<file path="src/rtl/if_id_register.sv">
// ---------------------------------------------------------------------------
// if_id_register
//
// Pipeline register between instruction fetch (IF) and instruction decode
// (ID). It also detects load-use hazards.
//
// Every cycle it captures the fetched instruction, the PC and PC+4, and it
// tracks whether the stage holds a real instruction. A taken branch or jump
// (Flush) replaces the fetched instruction with a NOP and marks it invalid.
// When the load in EX writes a register that the held instruction reads,
// the stage holds its contents for one cycle. During that cycle it freezes
// the fetch PC and tells decode to insert a bubble. Two saturating counters
// record stall cycles and flush cycles for debug.
//
// Ports
//   Clock            in   1   system clock, rising-edge active
//   Reset            in   1   asynchronous, active-high; clears all state
//   Instruction_In   in  32   instruction from instruction memory
//   PCAdder_In       in  32   PC+4 from the fetch adder
//   PCResult_In      in  32   current PC from fetch
//   Flush            in   1   taken branch/jump: squash the fetched instruction
//   ID_EX_MemRead    in   1   instruction in EX is a load
//   ID_EX_Rt         in   5   destination register of that load
//   Instruction_Out  out 32   registered instruction to decode
//   PCAdder_Out      out 32   registered PC+4
//   PCResult_Out     out 32   registered PC
//   Valid_Out        out  1   stage holds a real instruction
//   PCWrite          out  1   fetch PC enable (combinational)
//   Bubble           out  1   decode control-mux select (combinational)
//   StallCount       out 16   hazard cycles, saturating at 0xFFFF
//   FlushCount       out 16   flush cycles, saturating at 0xFFFF
// ---------------------------------------------------------------------------
module if_id_register (
    input  logic        Clock,
    input  logic        Reset,
    input  logic [31:0] Instruction_In,
    input  logic [31:0] PCAdder_In,
    input  logic [31:0] PCResult_In,
    input  logic        Flush,
    input  logic        ID_EX_MemRead,
    input  logic [4:0]  ID_EX_Rt,
    output logic [31:0] Instruction_Out,
    output logic [31:0] PCAdder_Out,
    output logic [31:0] PCResult_Out,
    output logic        Valid_Out,
    output logic        PCWrite,
    output logic        Bubble,
    output logic [15:0] StallCount,
    output logic [15:0] FlushCount
);

    localparam logic [31:0] NOP     = 32'h0000_0000;
    localparam logic [15:0] CNT_MAX = 16'hFFFF;

    logic [4:0] rs_field;
    logic [4:0] rt_field;
    logic       field_match;
    logic       hazard;

    assign rs_field = Instruction_Out[25:21];
    assign rt_field = Instruction_Out[20:16];

    // Both source fields are compared whatever the instruction format.
    // An instruction that does not read rt can therefore stall
    // needlessly. That costs one cycle and never gives a wrong result.
    assign field_match = (ID_EX_Rt == rs_field) || (ID_EX_Rt == rt_field);

    always_comb begin
        // NOTE: give every always_comb target a default first, so that no
        // path leaves it unassigned and a latch is never inferred.
        hazard = 1'b0;
        // A flush discards the held instruction, so stalling for it would
        // only delay the branch target.
        if (!Flush && Valid_Out && ID_EX_MemRead &&
            (ID_EX_Rt != 5'd0) && field_match) begin
            hazard = 1'b1;
        end
    end

    assign PCWrite = ~hazard;
    assign Bubble  = hazard;

    // Pipeline contents: flush beats hazard, and hazard beats a normal load.
    always_ff @(posedge Clock or posedge Reset) begin
        if (Reset) begin
            // NOTE: sequential state uses non-blocking assignments, so every
            // register samples its pre-edge value regardless of block order.
            Instruction_Out <= NOP;
            PCAdder_Out     <= 32'h0000_0000;
            PCResult_Out    <= 32'h0000_0000;
            Valid_Out       <= 1'b0;
        end else if (Flush) begin
            Instruction_Out <= NOP;
            PCAdder_Out     <= PCAdder_In;
            PCResult_Out    <= PCResult_In;
            Valid_Out       <= 1'b0;
        end else if (!hazard) begin
            Instruction_Out <= Instruction_In;
            PCAdder_Out     <= PCAdder_In;
            PCResult_Out    <= PCResult_In;
            Valid_Out       <= 1'b1;
        end
    end

    // Debug counters: they stop at all-ones, so a long run never wraps
    // back to a small, misleading value.
    always_ff @(posedge Clock or posedge Reset) begin
        if (Reset) begin
            StallCount <= 16'h0000;
            FlushCount <= 16'h0000;
        end else begin
            if (hazard && (StallCount != CNT_MAX)) begin
                StallCount <= StallCount + 16'h0001;
            end
            if (Flush && (FlushCount != CNT_MAX)) begin
                FlushCount <= FlushCount + 16'h0001;
            end
        end
    end

endmodule
</file>
<file path="config.mk">
export PLATFORM = sky130hd
export DESIGN_NAME = if_id_register
export DESIGN_NICKNAME = d
export VERILOG_FILES = /design/src/rtl/if_id_register.sv
export SDC_FILE = /design/constraint.sdc
export NUM_CORES = 1
export LEC_CHECK = 0
export ABC_AREA = 1
export ABC_CLOCK_PERIOD_IN_PS = 7700
export CELL_PAD_IN_SITES_DETAIL_PLACEMENT = 1
export CELL_PAD_IN_SITES_GLOBAL_PLACEMENT = 1
export CORE_MARGIN = 4
export CORE_UTILIZATION = 34
export CTS_BUF_LIST = sky130_fd_sc_hd__clkbuf_4 sky130_fd_sc_hd__clkbuf_8
export DETAILED_ROUTE_END_ITERATION = 10
export PLACE_DENSITY_LB_ADDON = 0.3
export SETUP_SLACK_MARGIN = 0.5
export SYNTH_ARGS = -nofsm -noshare
export SYNTH_HDL_FRONTEND = slang
export SYNTH_SLANG_ARGS = --single-unit
</file>
<file path="constraint.sdc">
create_clock -name Clock -period 7.7 [get_ports Clock]
set_input_delay 1.54 -clock Clock [delete_from_list [all_inputs] [get_ports Clock]]
set_output_delay 1.54 -clock Clock [all_outputs]
set_load 0.1 [all_outputs]
</file>
==> results.json, run 1 <==
{
  "status": "complete, no violations",
  "r2r_cells": 10,
  "power.leakage_nw": 4.18,
  "clkLatencyLatePin_ns": 0.44,
  "multi_input_area_um2": 2290,
  "start_util_pct": 34.8,
  "synth_area_um2": 5820,
  "period_share_pct": 70.6,
  "r2r_end": "Instruction_Out[22]$_DFFE_PP0P_",
  "hp-class": "reg2reg",
  "fin_setup_tns_ns": 0,
  "place_ws_ns": 2.25,
  "drt_iter0_markers": 209,
  "grt_pass1_vias": 5929,
  "core_um2": 16700,
  "max_freq_mhz": 184,
  "ctsHoldBuffers": 0,
  "grt_max_degree": 97,
  "synth_fa_ha_area_share_pct": 0.430,
  "chipHeight_um": 139,
  "synth_top_family_by_area": "simple AND/OR/NAND/NOR gates",
  "post_synth_num_cell_types": 27,
  "syn_nets": 832,
  "cts_setup_buffers": 0,
  "antenna_found_initial": 3,
  "syn_area_per_cell_um2": 8.03,
  "cp.arrival_ns": 3.89,
  "drc": 0,
  "yosys_most_used_dff": "dfrtp_1",
  "hold_viol_final": 0,
  "synth_most_common_cell": "nand2_1",
  "ys_seq_elements": 129,
  "die_w_um": 139,
  "wl_um": 19400,
  "cts_resized": 0,
  "portBuffers": 235,
  "worstPathRequired_ns": 6.16,
  "via_per_inst": 4.67,
  "syn2layout_area_growth_pct": 50.4,
  "period_minus_slack_ns": 5.43,
  "finalClockSkew_ns": 0.0118,
  "whs_ns": 0.475,
  "htree_levels": 4,
  "clockRootBuffer": "clkbuf_8",
  "synthTopCellsByArea": "dfrtp_1, nand2_1, nand3_1",
  "synth-async-reset-ratio_pct": 100,
  "gp_congestion": 0.782,
  "num_rows": 47,
  "numCtsBuffers": 17,
  "tightest_slew_ns": 1.05,
  "grt_pass1_wl_um": 31800,
  "maxCapViolations": 0,
  "ant_nets": 0,
  "dieArea_um2": 19300,
  "synth.yosys.seq_area_share_pct": 55.5,
  "synth-edff-count": 0,
  "drv_slew": 0,
  "p_per_area_nw_per_um2": 234,
  "startpoint": "Flush",
  "io_pins": 236,
  "max_slew_margin_pct": 30.1,
  "cts_sinks": 129,
  "yosysTopAreaCell": "dfrtp_1",
  "cts_tree": "done",
  "grt_usage_pct": 20.5,
  "holdPathEnd": "PCAdder_Out[18]$_DFFE_PP0P_",
  "cts.clk_slew.worst_paths_ns": 0.09,
  "r2r_slack_ns": 4.83,
  "grt_overflow_total": 0,
  "dpl.hpwl_um": 13500,
  "cp_max_fo": 36,
  "register_area_um2": 3230,
  "start_kind": "input pin",
  "synth-warning-count": 0,
  "r2r_start": "Instruction_Out[16]$_DFFE_PP0P_",
  "grt_setup_unrepaired": "no",
  "cp-end-kind": "output pin",
  "routedWlPerCell_um": 16.4,
  "post-route-util_pct": 52.4,
  "yosys-top-cells-count": "nand2_1, dfrtp_1, nand3_1",
  "num-fill-cells": 2012,
  "finalSetupViolCount": 0,
  "yosys.area_share.simple_pct": 35.0,
  "syn_inst": 725,
  "synth_top_area_share_pct": 55.5,
  "dr.pass1.iters": 4,
  "hp-start": "PCAdder_Out[18]$_DFFE_PP0P_",
  "final_nets": 1060,
  "synthMuxAreaShare_pct": 0,
  "vias": 5553,
  "whs_path_depth": 2,
  "setup_ws_ns": 2.27,
  "clock_path_buffers": 2,
  "synthXorXnorAreaFrac_pct": 3.31,
  "ir_worst_vdd_uv": 233,
  "synth_compound_area_share_pct": 0.688,
  "drive_above_1_share_pct": 5.28,
  "worstSetupPathType": "in2out"
}
## state kept, by name (all words and copies together) (netlist names)
signal	cells
Instruction_Out	32
PCResult_Out	32
StallCount	16
FlushCount	16
PCAdder_Out	32
Valid_Out	1
## critical path: stages
cell and delay (ns):
clkdlybuf4s50_1 0.44, inv_2 0.53, and3_1 0.27, o21ai_0 0.10, inv_2 0.29, nand2_4 0.32, buf_4 0.36
## per-stage QoR
step           instances  area, um^2  total power [mW]
3_3_place_gp        1154        8320              1.42
3_5_place_dp        1154        8320              1.42
6_report            1188        8750              2.05
4_1_cts             1186        8750              2.07
2_1_floorplan        725        5820              1.23
5_1_grt             1188        8750              2.14
## power breakdown
| group | leakage [nW] | total (mW) | internal [mW] | switching, mW |
|---|---|---|---|---|
| clock | 0.209 | 0.642 | 0.340 | 0.302 |
| sequential | 1.61 | 0.771 | 0.726 | 0.0451 |
| combinational | 2.36 | 0.638 | 0.163 | 0.475 |
## logic make-up (layout without fill, tap and decap cells)
group,Yosys count,in the layout
compound gates,8,8
xor+xnor,22,22
fa+ha+maj,2,2
buf+inv,65,306
flops,129,129
other cells,0,2
simple gates,499,499
## worst max-delay path by stage
stage	slack, ns	to	depth (start not counted)
CTS	2.23	Bubble	8
floorplan	2.72	FlushCount[0]$_DFFE_PP0P_	1
global placement	2.27	PCWrite	7
detailed placement	2.25	PCWrite	7
global route	2.09	Bubble	8
finish	2.27	PCWrite	7
## cell usage in the layout (no fill, tap or decap), drive strengths merged, types with 2 or more instances in the layout
cell type        n
nand2          382
nor3             5
nand4           22
inv             42
xor2            13
clkinvlp         3
buf              5
clkbuf          19
diode            2
xnor2            9
dfrtp          129
nand3           51
nor2            37
clkdlybuf4s50  233
bufinv           3
ha               2
o21ai            8
## routing by layer
| metal | vias to the layer above | wire length [um] | GRT usage, % |
|---|---|---|---|
| met4 | 2 | 399 | 6.75 |
| li1 | 2706 | - | - |
| met1 | 2653 | 7910 | 24.1 |
| met2 | 166 | 9490 | 34.5 |
| met3 | 26 | 1620 | 8.03 |
| met5 | - | 8 | 0 |
## layout make-up
| class | count | share of cell area, % |
|---|---|---|
| flip-flops and latches | 129 | 36.9 |
| repair buffers | 238 | 27.2 |
| multi-input cells | 531 | 26.2 |
| well taps | 220 | 3.14 |
| clock buffers | 19 | 2.92 |
| clock inverters | 13 | 1.99 |
| inverters | 36 | 1.61 |
| diodes | 2 | 0.0572 |
Power figures use the tool's default switching activity.
==> inputs of run 2 (changes only) <==
Settings changed: ABC_CLOCK_PERIOD_IN_PS 7700 to 4740, CORE_UTILIZATION 34 to 28.
Clock period 7.7 ns to 4.74 ns, I/O delays scaled along.
==> results.json, run 2 (synthesis results as in run 1) <==
{
  "status": "complete, no violations",
  "start_kind": "input pin",
  "internal-power_mw": 2.03,
  "chipHeight_um": 152,
  "finalClockSkew_ns": 0.0148,
  "cts.clk_slew.worst_paths_ns": 0.08,
  "max_freq_mhz": 278,
  "grt_setup_unrepaired": "no",
  "worstSetupPathType": "in2out",
  "p_per_area_nw_per_um2": 379,
  "via_per_inst": 4.42,
  "htree_levels": 4,
  "final_cell_mix": "nand2_1, clkdlybuf4s50_1, dfrtp_1, nand3_1, nor2_1",
  "drive_above_1_share_pct": 5.38,
  "cp.arrival_ns": 2.65,
  "r2r_start": "Instruction_Out[16]$_DFFE_PP0P_",
  "cts_resized": 0,
  "layout_commonest_cell": "nand2_1",
  "antenna_found_initial": 0,
  "register_area_um2": 3230,
  "clkLatencyLatePin_ns": 0.44,
  "design_area_um2": 8860,
  "core_um2": 20400,
  "multi_input_area_um2": 2290,
  "io_pins": 236,
  "final_nets": 1062,
  "dr.pass1.iters": 4,
  "cts_setup_buffers": 0,
  "maxCapViolations": 0,
  "cp_max_fo": 18,
  "grt_pass1_vias": 5695,
  "cts_tree": "done",
  "period_share_pct": 75.9,
  "gp_congestion": 0.759,
  "fin_setup_tns_ns": 0,
  "dpl.hpwl_um": 13700,
  "tightest_slew_ns": 1.05,
  "die_w_um": 152,
  "num_rows": 52,
  "routedWlPerCell_um": 15.6,
  "cts_sinks": 129,
  "swShare_pct": 39.6,
  "syn2layout_area_growth_pct": 52.2,
  "hp-class": "reg2reg",
  "worstPathRequired_ns": 3.79,
  "switchingPower_mw": 1.33,
  "hold_viol_final": 0,
  "grt_overflow_total": 0,
  "power_mw": 3.35,
  "cp-end-kind": "output pin",
  "vias": 5472,
  "ant_nets": 0,
  "whs_ns": 0.471,
  "wl_um": 19300,
  "grt_usage_pct": 16.8,
  "pwr-share-comb_pct": 31.0,
  "antennaDiodeCount": 0,
  "start_util_pct": 28.6,
  "ctsHoldBuffers": 0,
  "hp-start": "PCAdder_Out[5]$_DFFE_PP0P_",
  "num-fill-cells": 2433,
  "seqPwrFrac_pct": 37.2,
  "drv_slew": 0,
  "post-route-util_pct": 43.5,
  "portBuffers": 235,
  "finalSetupViolCount": 0,
  "startpoint": "ID_EX_Rt[4]",
  "dieArea_um2": 23200,
  "max_slew_margin_pct": 29.7,
  "clockRootBuffer": "clkbuf_8",
  "reg_top3": "Instruction_Out (32), PCAdder_Out (32), PCResult_Out (32)",
  "grt_pass1_wl_um": 31400,
  "drc": 0,
  "power.leakage_nw": 4.20,
  "post_dp_cell_area_um2": 8420,
  "ir_worst_vdd_uv": 351,
  "numCtsBuffers": 17,
  "grt_max_degree": 97,
  "period_minus_slack_ns": 3.60,
  "drt_iter0_markers": 238,
  "p_clk_share_pct": 31.8,
  "clock_path_buffers": 2
}
[run 2: cell types whose count changed in the layout (fill, tap and decap cells not counted), sizes merged]
cell,change
buf,+2
diode,-2
inv,-3
clkbuf,-2
bufinv,+1
clkinv,+3
[run 2: critical path, cell delays in order]
cell,delay [ns]
clkdlybuf4s50_1,0.53
inv_2,0.05
nand2_1,0.05
nand2_1,0.05
nor2_1,0.11
nand3_1,0.10
nand2_2,0.33
nand2_4,0.18
clkinv_2,0.12
buf_12,0.17
[run 2: layout make-up]
type	count	area share, %
flip-flops and latches	129	36.4
repair buffers	240	27.3
multi-input cells	531	25.9
well taps	270	3.81
clock buffers	17	2.64
clock inverters	14	2.27
inverters	36	1.58
[run 2: power by group through the flow]
| stage | sequential (mW) | combinational [mW] | clock [mW] |
|---|---|---|---|
| after floorplan | 1.84 | 0.152 | 0 |
| after global placement | 1.27 | 1.04 | 0 |
| after detailed placement | 1.27 | 1.05 | 0 |
| after CTS | 1.25 | 1.05 | 1.10 |
| after global routing | 1.26 | 1.08 | 1.15 |
| final | 1.25 | 1.04 | 1.07 |
[run 2: layer usage]
layer / vias to the layer above / GRT usage (%) / part of all wire (%)
met1: 2574 / 21.1 / 44
met3: 22 / 4.97 / 6.2
li1: 2712 / - / -
met2: 164 / 27.9 / 48
met4: 0 / 5.22 / 1.8
met5: - / 0 / 0
[run 2: metrics by stage]
| step | cells | worst slack, ns |
|---|---|---|
| floorplan | 725 | 1.66 |
| global placement | 1206 | 1.12 |
| detailed placement | 1206 | 1.07 |
| CTS | 1237 | 1.10 |
| global route | 1237 | 0.948 |
| finish | 1237 | 1.14 |
[run 2: final timing paths]
| check | slack [ns] | to | cells after the start |
|---|---|---|---|
| setup / recovery | 1.14 | Bubble | 10 |
| hold / removal | 0.47 | PCAdder_Out[5]$_DFFE_PP0P_ | 2 |
| setup reg to reg | 2.20 | Instruction_Out[22]$_DFFE_PP0P_ | 10 |
| hold reg to reg | 0.47 | PCAdder_Out[5]$_DFFE_PP0P_ | 2 |
| max in group asynchronous | 2.98 | Instruction_Out[18]$_DFFE_PP0P_ | 3 |
| min in group asynchronous | 0.94 | PCAdder_Out[26]$_DFFE_PP0P_ | 2 |
==> inputs of run 3 (changes only) <==
Settings changed: ABC_CLOCK_PERIOD_IN_PS 4740 to 3000.
Clock period 4.74 ns to 3 ns, I/O delays scaled along.
==> results.json, run 3 (synthesis results as in run 1) <==
{
  "numCtsBuffers": 17,
  "cp_top_family": "buffers and inverters",
  "htree_levels": 4,
  "design_area_um2": 8600,
  "grt_pass1_vias": 5719,
  "r2r_start": "FlushCount[0]$_DFFE_PP0P_",
  "clock_path_buffers": 2,
  "grt_usage_pct": 16.5,
  "ir_worst_vdd_uv": 387,
  "post-route-util_pct": 42.2,
  "cts.clk_slew.worst_paths_ns": 0.09,
  "internal-power_mw": 3.08,
  "cp_max_fo": 3,
  "drv_slew": 0,
  "status": "complete, no violations",
  "syn2layout_area_growth_pct": 47.8,
  "p_per_area_nw_per_um2": 601,
  "grt_max_degree": 130,
  "dpl.hpwl_um": 13600,
  "gp_congestion": 0.778,
  "worstSetupPathType": "in2out",
  "via_per_inst": 4.43,
  "antenna_found_initial": 1,
  "max_slew_margin_pct": 53.0,
  "fin_cells": 1243,
  "io_pins": 236,
  "tightest_slew_ns": 0.704,
  "clkLatencyLatePin_ns": 0.44,
  "drt_iter0_markers": 179,
  "drc": 0,
  "crit_chain": "clkdlybuf4s50_1 -> inv_2 -> and3_1 -> o21ai_1 -> inv_2 -> nand2_8 -> inv_6 -> buf_12",
  "start_util_pct": 28.6,
  "layout_commonest_cell": "nand2_1",
  "final_cell_mix": "nand2_1, buf_4, dfrtp_1, clkdlybuf4s50_1, nand3_1",
  "chipHeight_um": 152,
  "num_rows": 52,
  "core_um2": 20400,
  "p_clk_share_pct": 30.9,
  "period_share_pct": 79.9,
  "power.leakage_nw": 4.37,
  "grt_setup_unrepaired": "no",
  "cp.depth": 8,
  "seqPwrFrac_pct": 38.3,
  "critPathMaxStageDelay_ns": 0.44,
  "r2r_slack_ns": 0.89,
  "grt_pass1_wl_um": 31000,
  "r2r_cells": 8,
  "routedWlPerCell_um": 15.6,
  "clockRootBuffer": "clkbuf_8",
  "reg_top3": "Instruction_Out (32), PCAdder_Out (32), PCResult_Out (32)",
  "swShare_pct": 40.4,
  "final_nets": 1067,
  "post_dp_cell_area_um2": 8160,
  "power_mw": 5.16,
  "worstPathRequired_ns": 2.40,
  "period_minus_slack_ns": 2.40,
  "dp.cells": 1209,
  "r2r_end": "FlushCount[1]$_DFFE_PP0P_",
  "crit_path_frequent_cell": "inv_2",
  "startpoint": "Flush",
  "fin_setup_tns_ns": 0,
  "portBuffers": 235,
  "maxCapViolations": 0,
  "pwr-share-comb_pct": 30.8,
  "finalClockSkew_ns": 0.0163,
  "crit_slowest_cell": "clkdlybuf4s50_1",
  "switchingPower_mw": 2.09,
  "cp-end-kind": "output pin",
  "hp-class": "reg2reg",
  "ant_nets": 0,
  "cp.arrival_ns": 1.80,
  "start_kind": "input pin",
  "vias": 5510,
  "hold_viol_final": 0,
  "path_buf_inv": 5,
  "finalSetupViolCount": 0,
  "wl_um": 19400,
  "dieArea_um2": 23200,
  "ctsHoldBuffers": 0,
  "drive_above_1_share_pct": 20.3,
  "endpoint": "Bubble",
  "grt_overflow_total": 0,
  "die_w_um": 152,
  "cts_tree": "done",
  "dr.pass1.iters": 4,
  "max_freq_mhz": 417,
  "cts_sinks": 129
}
[run 3: cell types whose count changed in the layout (fill, tap and decap cells not counted), moves of 2 or more]
cell,before,now
clkdlybuf4s50_1,233,99
buf_12,3,5
dlygate4sd2_1,0,5
dfrtp_2,0,11
buf_4,4,136
dfrtp_1,129,118
[run 3: repair_timing]
item,CTS,global route
setup buffers,2,0
gates resized for setup,6,3
pin swaps,2,0
endpoints found under the setup margin,2,1
[run 3: final cells by class]
| class | count | area [um^2] |
|---|---|---|
| repair buffers | 245 | 2160 |
| multi-input cells | 531 | 2300 |
| fillers | 2458 | 11800 |
| flip-flops and latches | 129 | 3240 |
| well taps | 270 | 338 |
| clock buffers | 17 | 234 |
| diodes | 1 | 2.50 |
| clock inverters | 14 | 180 |
| inverters | 36 | 144 |
[run 3: worst min path at each step]
stage,from,to,cells after the start
detailed placement,PCAdder_Out[15]$_DFFE_PP0P_,PCAdder_Out[15]$_DFFE_PP0P_,2
floorplan,PCAdder_In[0],PCAdder_Out[0]$_DFFE_PP0P_,2
global route,PCResult_Out[11]$_DFFE_PP0P_,PCResult_Out[11]$_DFFE_PP0P_,2
CTS,PCResult_Out[7]$_DFFE_PP0P_,PCResult_Out[7]$_DFFE_PP0P_,2
finish,PCResult_Out[7]$_DFFE_PP0P_,PCResult_Out[7]$_DFFE_PP0P_,2
global placement,PCResult_Out[31]$_DFFE_PP0P_,PCResult_Out[31]$_DFFE_PP0P_,2
[run 3: power by group through the flow]
stage | combinational (mW) | sequential, mW | clock (mW)
2_1_floorplan | 0.240 | 2.91 | 0
3_3_place_gp | 1.59 | 2.01 | 0
3_5_place_dp | 1.61 | 2.01 | 0
4_1_cts | 1.61 | 1.98 | 1.66
5_1_grt | 1.67 | 2.00 | 1.74
6_report | 1.59 | 1.98 | 1.59
[run 3: tightest hold or removal path, cell delays in order, from the launching register on]
cell     delay [ns]
dfrtp_1        0.35
nand2_1        0.05
nand2_1        0.05
[run 3: routing by layer]
layer	up-vias	global-route usage (%)	part of all wire, %	wire (um)
met5	-	0	0	0
met1	2620	20.4	43	8240
li1	2720	-	-	-
met4	0	5.39	2.2	420
met3	24	5.08	6.2	1200
met2	146	27.6	49	9500
[run 3: through the flow]
stage / worst slack, ns / hold WS, ns
final: 0.602 / 0.478
after global routing: 0.528 / 0.503
after CTS: 0.503 / 0.481
after detailed placement: 0.216 / 0.460
after global placement: 0.230 / 0.456
after floorplan: 0.554 / 0.717
